==> src/rtl/video_timing_gen.sv <==
// Programmable raster timing generator: position counters, syncs, display enable
// and line/frame markers, with a shadowed configuration applied at frame wrap.
module video_timing_gen #(
    parameter int          CW            = 12,
    parameter int unsigned H_DISPLAY_DEF = 640,
    parameter int unsigned H_FRONT_DEF   = 16,
    parameter int unsigned H_SYNC_DEF    = 96,
    parameter int unsigned H_BACK_DEF    = 48,
    parameter int unsigned V_DISPLAY_DEF = 480,
    parameter int unsigned V_FRONT_DEF   = 10,
    parameter int unsigned V_SYNC_DEF    = 2,
    parameter int unsigned V_BACK_DEF    = 33,
    parameter bit          HS_POL_DEF    = 1'b0,
    parameter bit          VS_POL_DEF    = 1'b0
) (
    input  logic          clk,
    input  logic          reset,
    input  logic          pix_en,
    input  logic          cfg_valid,
    output logic          cfg_ready,
    input  logic [CW-1:0] cfg_h_display,
    input  logic [CW-1:0] cfg_h_front,
    input  logic [CW-1:0] cfg_h_sync,
    input  logic [CW-1:0] cfg_h_back,
    input  logic [CW-1:0] cfg_v_display,
    input  logic [CW-1:0] cfg_v_front,
    input  logic [CW-1:0] cfg_v_sync,
    input  logic [CW-1:0] cfg_v_back,
    input  logic          cfg_hs_pol,
    input  logic          cfg_vs_pol,
    output logic          cfg_err,
    output logic [CW-1:0] hpos,
    output logic [CW-1:0] vpos,
    output logic          hsync,
    output logic          vsync,
    output logic          display_on,
    output logic          line_start,
    output logic          frame_start,
    output logic [15:0]   frame_count
);

    typedef struct packed {
        logic [CW-1:0] h_display;
        logic [CW-1:0] h_front;
        logic [CW-1:0] h_sync;
        logic [CW-1:0] h_back;
        logic [CW-1:0] v_display;
        logic [CW-1:0] v_front;
        logic [CW-1:0] v_sync;
        logic [CW-1:0] v_back;
        logic          hs_pol;
        logic          vs_pol;
    } timing_cfg_t;

    localparam timing_cfg_t CFG_DEF = '{
        h_display: CW'(H_DISPLAY_DEF), h_front: CW'(H_FRONT_DEF),
        h_sync:    CW'(H_SYNC_DEF),    h_back:  CW'(H_BACK_DEF),
        v_display: CW'(V_DISPLAY_DEF), v_front: CW'(V_FRONT_DEF),
        v_sync:    CW'(V_SYNC_DEF),    v_back:  CW'(V_BACK_DEF),
        hs_pol:    HS_POL_DEF,         vs_pol:  VS_POL_DEF
    };

    localparam logic [CW:0]   ONE_W     = (CW+1)'(1);
    localparam logic [CW+1:0] TOTAL_MAX = {2'b01, {CW{1'b0}}};

    // Validation sums use two guard bits so four maximal fields cannot alias
    // back under the 2^CW limit.
    function automatic logic [CW+1:0] sum4_wide(input logic [CW-1:0] a, b, c, d);
        return {2'b00, a} + {2'b00, b} + {2'b00, c} + {2'b00, d};
    endfunction

    function automatic logic [CW:0] sum2(input logic [CW-1:0] a, b);
        return {1'b0, a} + {1'b0, b};
    endfunction

    function automatic logic [CW:0] sum4(input logic [CW-1:0] a, b, c, d);
        return sum2(a, b) + sum2(c, d);
    endfunction

    function automatic logic in_span(input logic [CW-1:0] pos, input logic [CW:0] start,
                                     input logic [CW-1:0] width);
        return ({1'b0, pos} >= start) && ({1'b0, pos} < start + {1'b0, width});
    endfunction

    timing_cfg_t act_cfg, pend_cfg, offered, next_cfg;
    logic        pend_full;
    logic        xfer, offer_bad, apply;
    logic [CW:0] h_total, v_total;
    logic        h_last, v_last, frame_wrap;
    logic [CW-1:0] hpos_nx, vpos_nx;
    logic        hs_in_nx, vs_in_nx, de_nx;

    always_comb begin
        offered.h_display = cfg_h_display;
        offered.h_front   = cfg_h_front;
        offered.h_sync    = cfg_h_sync;
        offered.h_back    = cfg_h_back;
        offered.v_display = cfg_v_display;
        offered.v_front   = cfg_v_front;
        offered.v_sync    = cfg_v_sync;
        offered.v_back    = cfg_v_back;
        offered.hs_pol    = cfg_hs_pol;
        offered.vs_pol    = cfg_vs_pol;
    end

    assign cfg_ready = ~pend_full;
    assign xfer      = cfg_valid && cfg_ready;

    always_comb begin
        offer_bad = (offered.h_display == '0) || (offered.h_sync == '0) ||
                    (offered.v_display == '0) || (offered.v_sync == '0);
        if (sum4_wide(offered.h_display, offered.h_front, offered.h_sync, offered.h_back) > TOTAL_MAX)
            offer_bad = 1'b1;
        if (sum4_wide(offered.v_display, offered.v_front, offered.v_sync, offered.v_back) > TOTAL_MAX)
            offer_bad = 1'b1;
    end

    assign h_total = sum4(act_cfg.h_display, act_cfg.h_front, act_cfg.h_sync, act_cfg.h_back);
    assign v_total = sum4(act_cfg.v_display, act_cfg.v_front, act_cfg.v_sync, act_cfg.v_back);

    // Comparing with >= keeps the counters bounded even from an unexpected state.
    assign h_last     = ({1'b0, hpos} >= h_total - ONE_W);
    assign v_last     = ({1'b0, vpos} >= v_total - ONE_W);
    assign frame_wrap = pix_en && h_last && v_last;
    assign apply      = frame_wrap && pend_full;
    assign next_cfg   = apply ? pend_cfg : act_cfg;

    always_comb begin
        hpos_nx = hpos;
        vpos_nx = vpos;
        if (pix_en) begin
            if (h_last) begin
                hpos_nx = '0;
                vpos_nx = v_last ? '0 : vpos + CW'(1);
            end else begin
                hpos_nx = hpos + CW'(1);
            end
        end
    end

    // Decoded from the next position and next configuration, so the registered
    // outputs line up with hpos/vpos, including across a configuration switch.
    always_comb begin
        hs_in_nx = in_span(hpos_nx, sum2(next_cfg.h_display, next_cfg.h_front), next_cfg.h_sync);
        vs_in_nx = in_span(vpos_nx, sum2(next_cfg.v_display, next_cfg.v_front), next_cfg.v_sync);
        de_nx    = (hpos_nx < next_cfg.h_display) && (vpos_nx < next_cfg.v_display);
    end

    always_ff @(posedge clk) begin
        if (reset) begin
            act_cfg     <= CFG_DEF;
            pend_cfg    <= '0;
            pend_full   <= 1'b0;
            cfg_err     <= 1'b0;
            hpos        <= '0;
            vpos        <= '0;
            frame_count <= '0;
            hsync       <= ~HS_POL_DEF;
            vsync       <= ~VS_POL_DEF;
            display_on  <= 1'b1;
            line_start  <= 1'b1;
            frame_start <= 1'b1;
        end else begin
            cfg_err <= xfer && offer_bad;
            act_cfg <= next_cfg;
            // xfer needs an empty slot and apply needs a full one: never both.
            if (xfer && !offer_bad) begin
                pend_cfg  <= offered;
                pend_full <= 1'b1;
            end else if (apply) begin
                pend_full <= 1'b0;
            end
            hpos        <= hpos_nx;
            vpos        <= vpos_nx;
            frame_count <= frame_count + 16'(frame_wrap);
            hsync       <= ~(hs_in_nx ^ next_cfg.hs_pol);
            vsync       <= ~(vs_in_nx ^ next_cfg.vs_pol);
            display_on  <= de_nx;
            line_start  <= (hpos_nx == '0);
            frame_start <= (hpos_nx == '0) && (vpos_nx == '0);
        end
    end

endmodule

==> config.mk <==
export PLATFORM = sky130hd
export DESIGN_NAME = video_timing_gen
export DESIGN_NICKNAME = d
export VERILOG_FILES = /design/src/rtl/video_timing_gen.sv
export SDC_FILE = /design/constraint.sdc
export NUM_CORES = 1
export LEC_CHECK = 0
export CAP_MARGIN = 30
export CORE_UTILIZATION = 66
export CTS_CLUSTER_SIZE = 16
export DETAILED_ROUTE_END_ITERATION = 10
export DONT_BUFFER_PORTS = 1
export PLACE_DENSITY_LB_ADDON = 0.08
export SETUP_SLACK_MARGIN = 0.4
export SYNTH_ARGS = -nofsm -noshare
export SYNTH_HDL_FRONTEND = slang
export SYNTH_SLANG_ARGS = --single-unit
==> constraint.sdc <==
create_clock -name clk -period 14.2 [get_ports clk]
set_input_delay 2.84 -clock clk [delete_from_list [all_inputs] [get_ports clk]]
set_output_delay 2.84 -clock clk [all_outputs]
set_load 0.01 [all_outputs]
==> qor.csv <==
stage,metric,value,unit
outcome,run status,"complete, no violations",
placed_design,# port buffers,0,
floorplan,Die Width,172,um
drt,WL/cell,18.9,um
cts,Clock Path Buffers,3,
floorplan,num ports,149,
yosys,mapped cell area,19100,um^2
yosys,sequential fraction of the synthesis area,25.5,%
sta,"Setup violations, final",0,
flow_run,MaxCap Viol Count,0,
cts,Clock Root Buffer,clkbuf_16,
drt,total wire length,47.9,mm
placed_design,GPL Wtd Cong,0.925,
setup_path,CP required,14.64,ns
sta,period utilisation layout,82.8,%
cts,clk_lat worst skew,0.56,ns
cts,cts repair resizes,0,
cts,cts hold-fix bufs,0,
floorplan,Core Region,28200,um^2
yosys,Yosys reg bits,243,
setup_path,Crit path arrival time,12.19,ns
setup_path,crit path launch type,flip-flop,
final_layout,finished layout cell area,20400,um^2
sta,slew margin rel.,37.1,%
cts,total CTS buffers,28,
global_route,initial antenna violation count,0,
final_layout,Finished Layout Cells,2527,
setup_path,Crit path buffers/inverters,4,
sta,FMAX,85.0,MHz
setup_path,cell family with most CP delay,compound AO/OA/AOI/OAI gates,
global_route,GRT overflow,0,
sta,"Slew Viols, Final",0,
placed_design,DP Area,19300,um^2
yosys,syn avg cell area,8.81,um^2
drt,drt drc,0,
drt,vias post-DR,14800,
sta,Hold WS,0.456,ns
yosys,Syn. warnings,0,
global_route,GRT Util Overall,32.6,%
worst_hold_path,Hold WC Path Type,reg -> reg,
sta,final hold vios,0,
global_route,pin count of the biggest net entering global routing,337,
floorplan,full die area,29600,um^2
final_layout,layout cells sized above 1,4.47,%
setup_path,"Max stage delay cell, worst path",and4_1,
yosys,post-synth net total,2590,
cts,clock slew at reported path FFs,0.07,ns
cts,CTS tree,yes,
placed_design,placed cell count,2477,
drt,vias per cell,5.84,
drt,drt first pass iters,8,
sta,TNS Setup,0,ns
pwr,maximum VDD drop,0.0836,mV
sta,slew of the pin with the lowest slew margin,0.934,ns
pwr,Power Density,88.1,nW/um^2
yosys,top_reg_cell synth,dfxtp_1,
sta,RSZ-0062 raised after global routing,false,
floorplan,initial core utilization,67.9,%
final_layout,area grow syn2layout,6.53,%
pwr,leakage power,9.28,nW
sta,Tmin final,11.76,ns
sta,Clock Skew,0.0170,ns
yosys,Synth Instances,2169,
setup_path,Setup CP Type,reg -> reg,
final_layout,nets,2550,
cts,Post-CTS Setup Bufs,0,
floorplan,std cell rows,61,
setup_path,Worst path max stage delay,0.80,ns
setup_path,CP most frequent cell,ha_1,
global_route,vias in the first global route,14500,
drt,post-route antenna net violation count,0,
cts,clock sink total,243,
final_layout,utilization after layout,72.3,%
yosys,library cells used by synthesis,88,
yosys,async set-reset flop share out of synthesis,0,%
drt,DR iter-0 viols,973,
global_route,first-pass GRT wire length,74.9,mm
floorplan,die height,172,um
yosys,Post-synth EDFFs,0,
cts,H-Tree Depth,1,
placed_design,Detailed Place HPWL,37.5,mm
final_layout,# diodes,0,
setup_path,critical path capture point type,flip-flop,
setup_path,"critical path fanouts, max",46,
## flip-flops by register name (all words and copies together), names as in the netlist
register and count:
act_cfg 98, cfg_err 1, display_on 1, frame_count 16, frame_start 1, hpos 12, hsync 1, line_start 1
pend_cfg 98, pend_full 1, vpos 12, vsync 1
## kinds of logic (layout without fill, tap and decap cells)
| kind of cell | Yosys count | in the layout | synth area share (%) |
|---|---|---|---|
| and+or+nand+nor | 713 | 713 | 19.4 |
| AOI/OAI and AO/OA | 348 | 348 | 12.1 |
| adders and majority gates | 323 | 323 | 24.9 |
| buffers and inverters | 307 | 287 | 6.28 |
| DFF | 243 | 243 | 25.5 |
| muxes | 133 | 133 | 6.99 |
| xor gates and xnor gates | 102 | 102 | 4.75 |
## cells in the mapped netlist (7+ instances only)
| cell type | instances | area (um^2) |
|---|---|---|
| nand4_1 | 19 | 119 |
| nor4_1 | 19 | 119 |
| nand3b_1 | 7 | 52.6 |
| o211ai_1 | 7 | 52.6 |
| a21oi_1 | 113 | 566 |
| a211oi_1 | 10 | 75.1 |
| nand3_1 | 33 | 165 |
| xor2_1 | 53 | 464 |
| nand2_1 | 187 | 702 |
| nand2b_1 | 218 | 1360 |
| a21o_1 | 39 | 293 |
| clkbuf_1 | 48 | 180 |
| xnor2_1 | 47 | 412 |
| o21ai_0 | 76 | 380 |
| and3_1 | 10 | 62.6 |
| o21ai_1 | 7 | 35.0 |
| o21bai_1 | 9 | 67.6 |
| fa_1 | 98 | 1960 |
| o21a_1 | 13 | 97.6 |
| ha_1 | 221 | 2770 |
| inv_1 | 231 | 867 |
| nor2b_1 | 45 | 282 |
| buf_2 | 23 | 115 |
| or2_2 | 9 | 56.3 |
| nor2_1 | 110 | 413 |
| dfxtp_1 | 243 | 4860 |
| nor3_1 | 25 | 125 |
| mux2i_1 | 130 | 1300 |
## worst reg2reg max path: cells and delay by family (launching register included)
kind	cells	cell delay, ns
AO/OA/AOI/OAI	17	3.54
XOR/XNOR	2	0.23
adder cells (fa/ha/maj)	10	3.38
buffers and inverters	4	0.75
flip-flops	1	0.33
multiplexers	2	0.70
AND/OR/NAND/NOR	10	2.71
## layout make-up
type                       instances  area (um^2)
inverter                         231          867
multi-input combinational       1619        13100
timing repair buffer               6         68.8
clock buffer                      35          788
tap                              378          473
sequential                       243         4860
clock inverter                    15          226
fill                            2227         7800
## final timing paths
check / end / start / cells after the start / slack (ns)
worst max-delay path: hsync / act_cfg[51] / 45 / 2.44
worst min-delay path: act_cfg[12] / act_cfg[12] / 2 / 0.46
worst max register to register: hsync / act_cfg[51] / 45 / 2.44
worst min register to register: act_cfg[12] / act_cfg[12] / 2 / 0.46
## stage by stage
step           setup WS, ns  total power [mW]
6_report               2.44              1.79
5_1_grt                1.78              1.86
4_1_cts                2.54              1.80
3_5_place_dp           2.60              1.01
3_3_place_gp           2.88             0.999
2_1_floorplan          4.18             0.960
## per-layer routing
metal	vias to the layer above	share of wire [%]	track usage, %
met5	-	0	0
met4	0	2.1	7.89
met3	61	7.8	6.66
met2	452	41	47.2
met1	7030	49	49.0
li1	7214	-	-
## cells in the final DEF, fill, tap and decap left out, types with 4 or more instances in the layout
master,count
a211oi_1,10
a21boi_0,5
a21o_1,39
a21oi_1,113
a31oi_1,4
and2_1,4
and3_1,10
buf_4,4
bufinv_16,5
clkbuf_16,29
clkbuf_8,4
dfxtp_1,243
fa_1,98
ha_1,221
inv_1,231
maj3_1,4
mux2i_1,130
nand2_1,187
nand2b_1,218
nand3_1,33
nand3b_1,7
nand4_1,19
nor2_1,110
nor2b_1,45
nor3_1,25
nor4_1,19
o211a_1,4
o211ai_1,7
o21a_1,13
o21ai_0,76
o21ai_1,7
o21bai_1,9
o22ai_1,4
or2_2,9
or3_1,6
xnor2_1,47
xor2_1,53
## report_power, final
| part | total (mW) | internal (mW) | switching, mW |
|---|---|---|---|
| sequential | 0.716 | 0.700 | 0.0165 |
| clock | 0.797 | 0.485 | 0.312 |
| combinational | 0.280 | 0.135 | 0.144 |
| total | 1.79 | 1.32 | 0.473 |
Power figures use the tool's default switching activity.
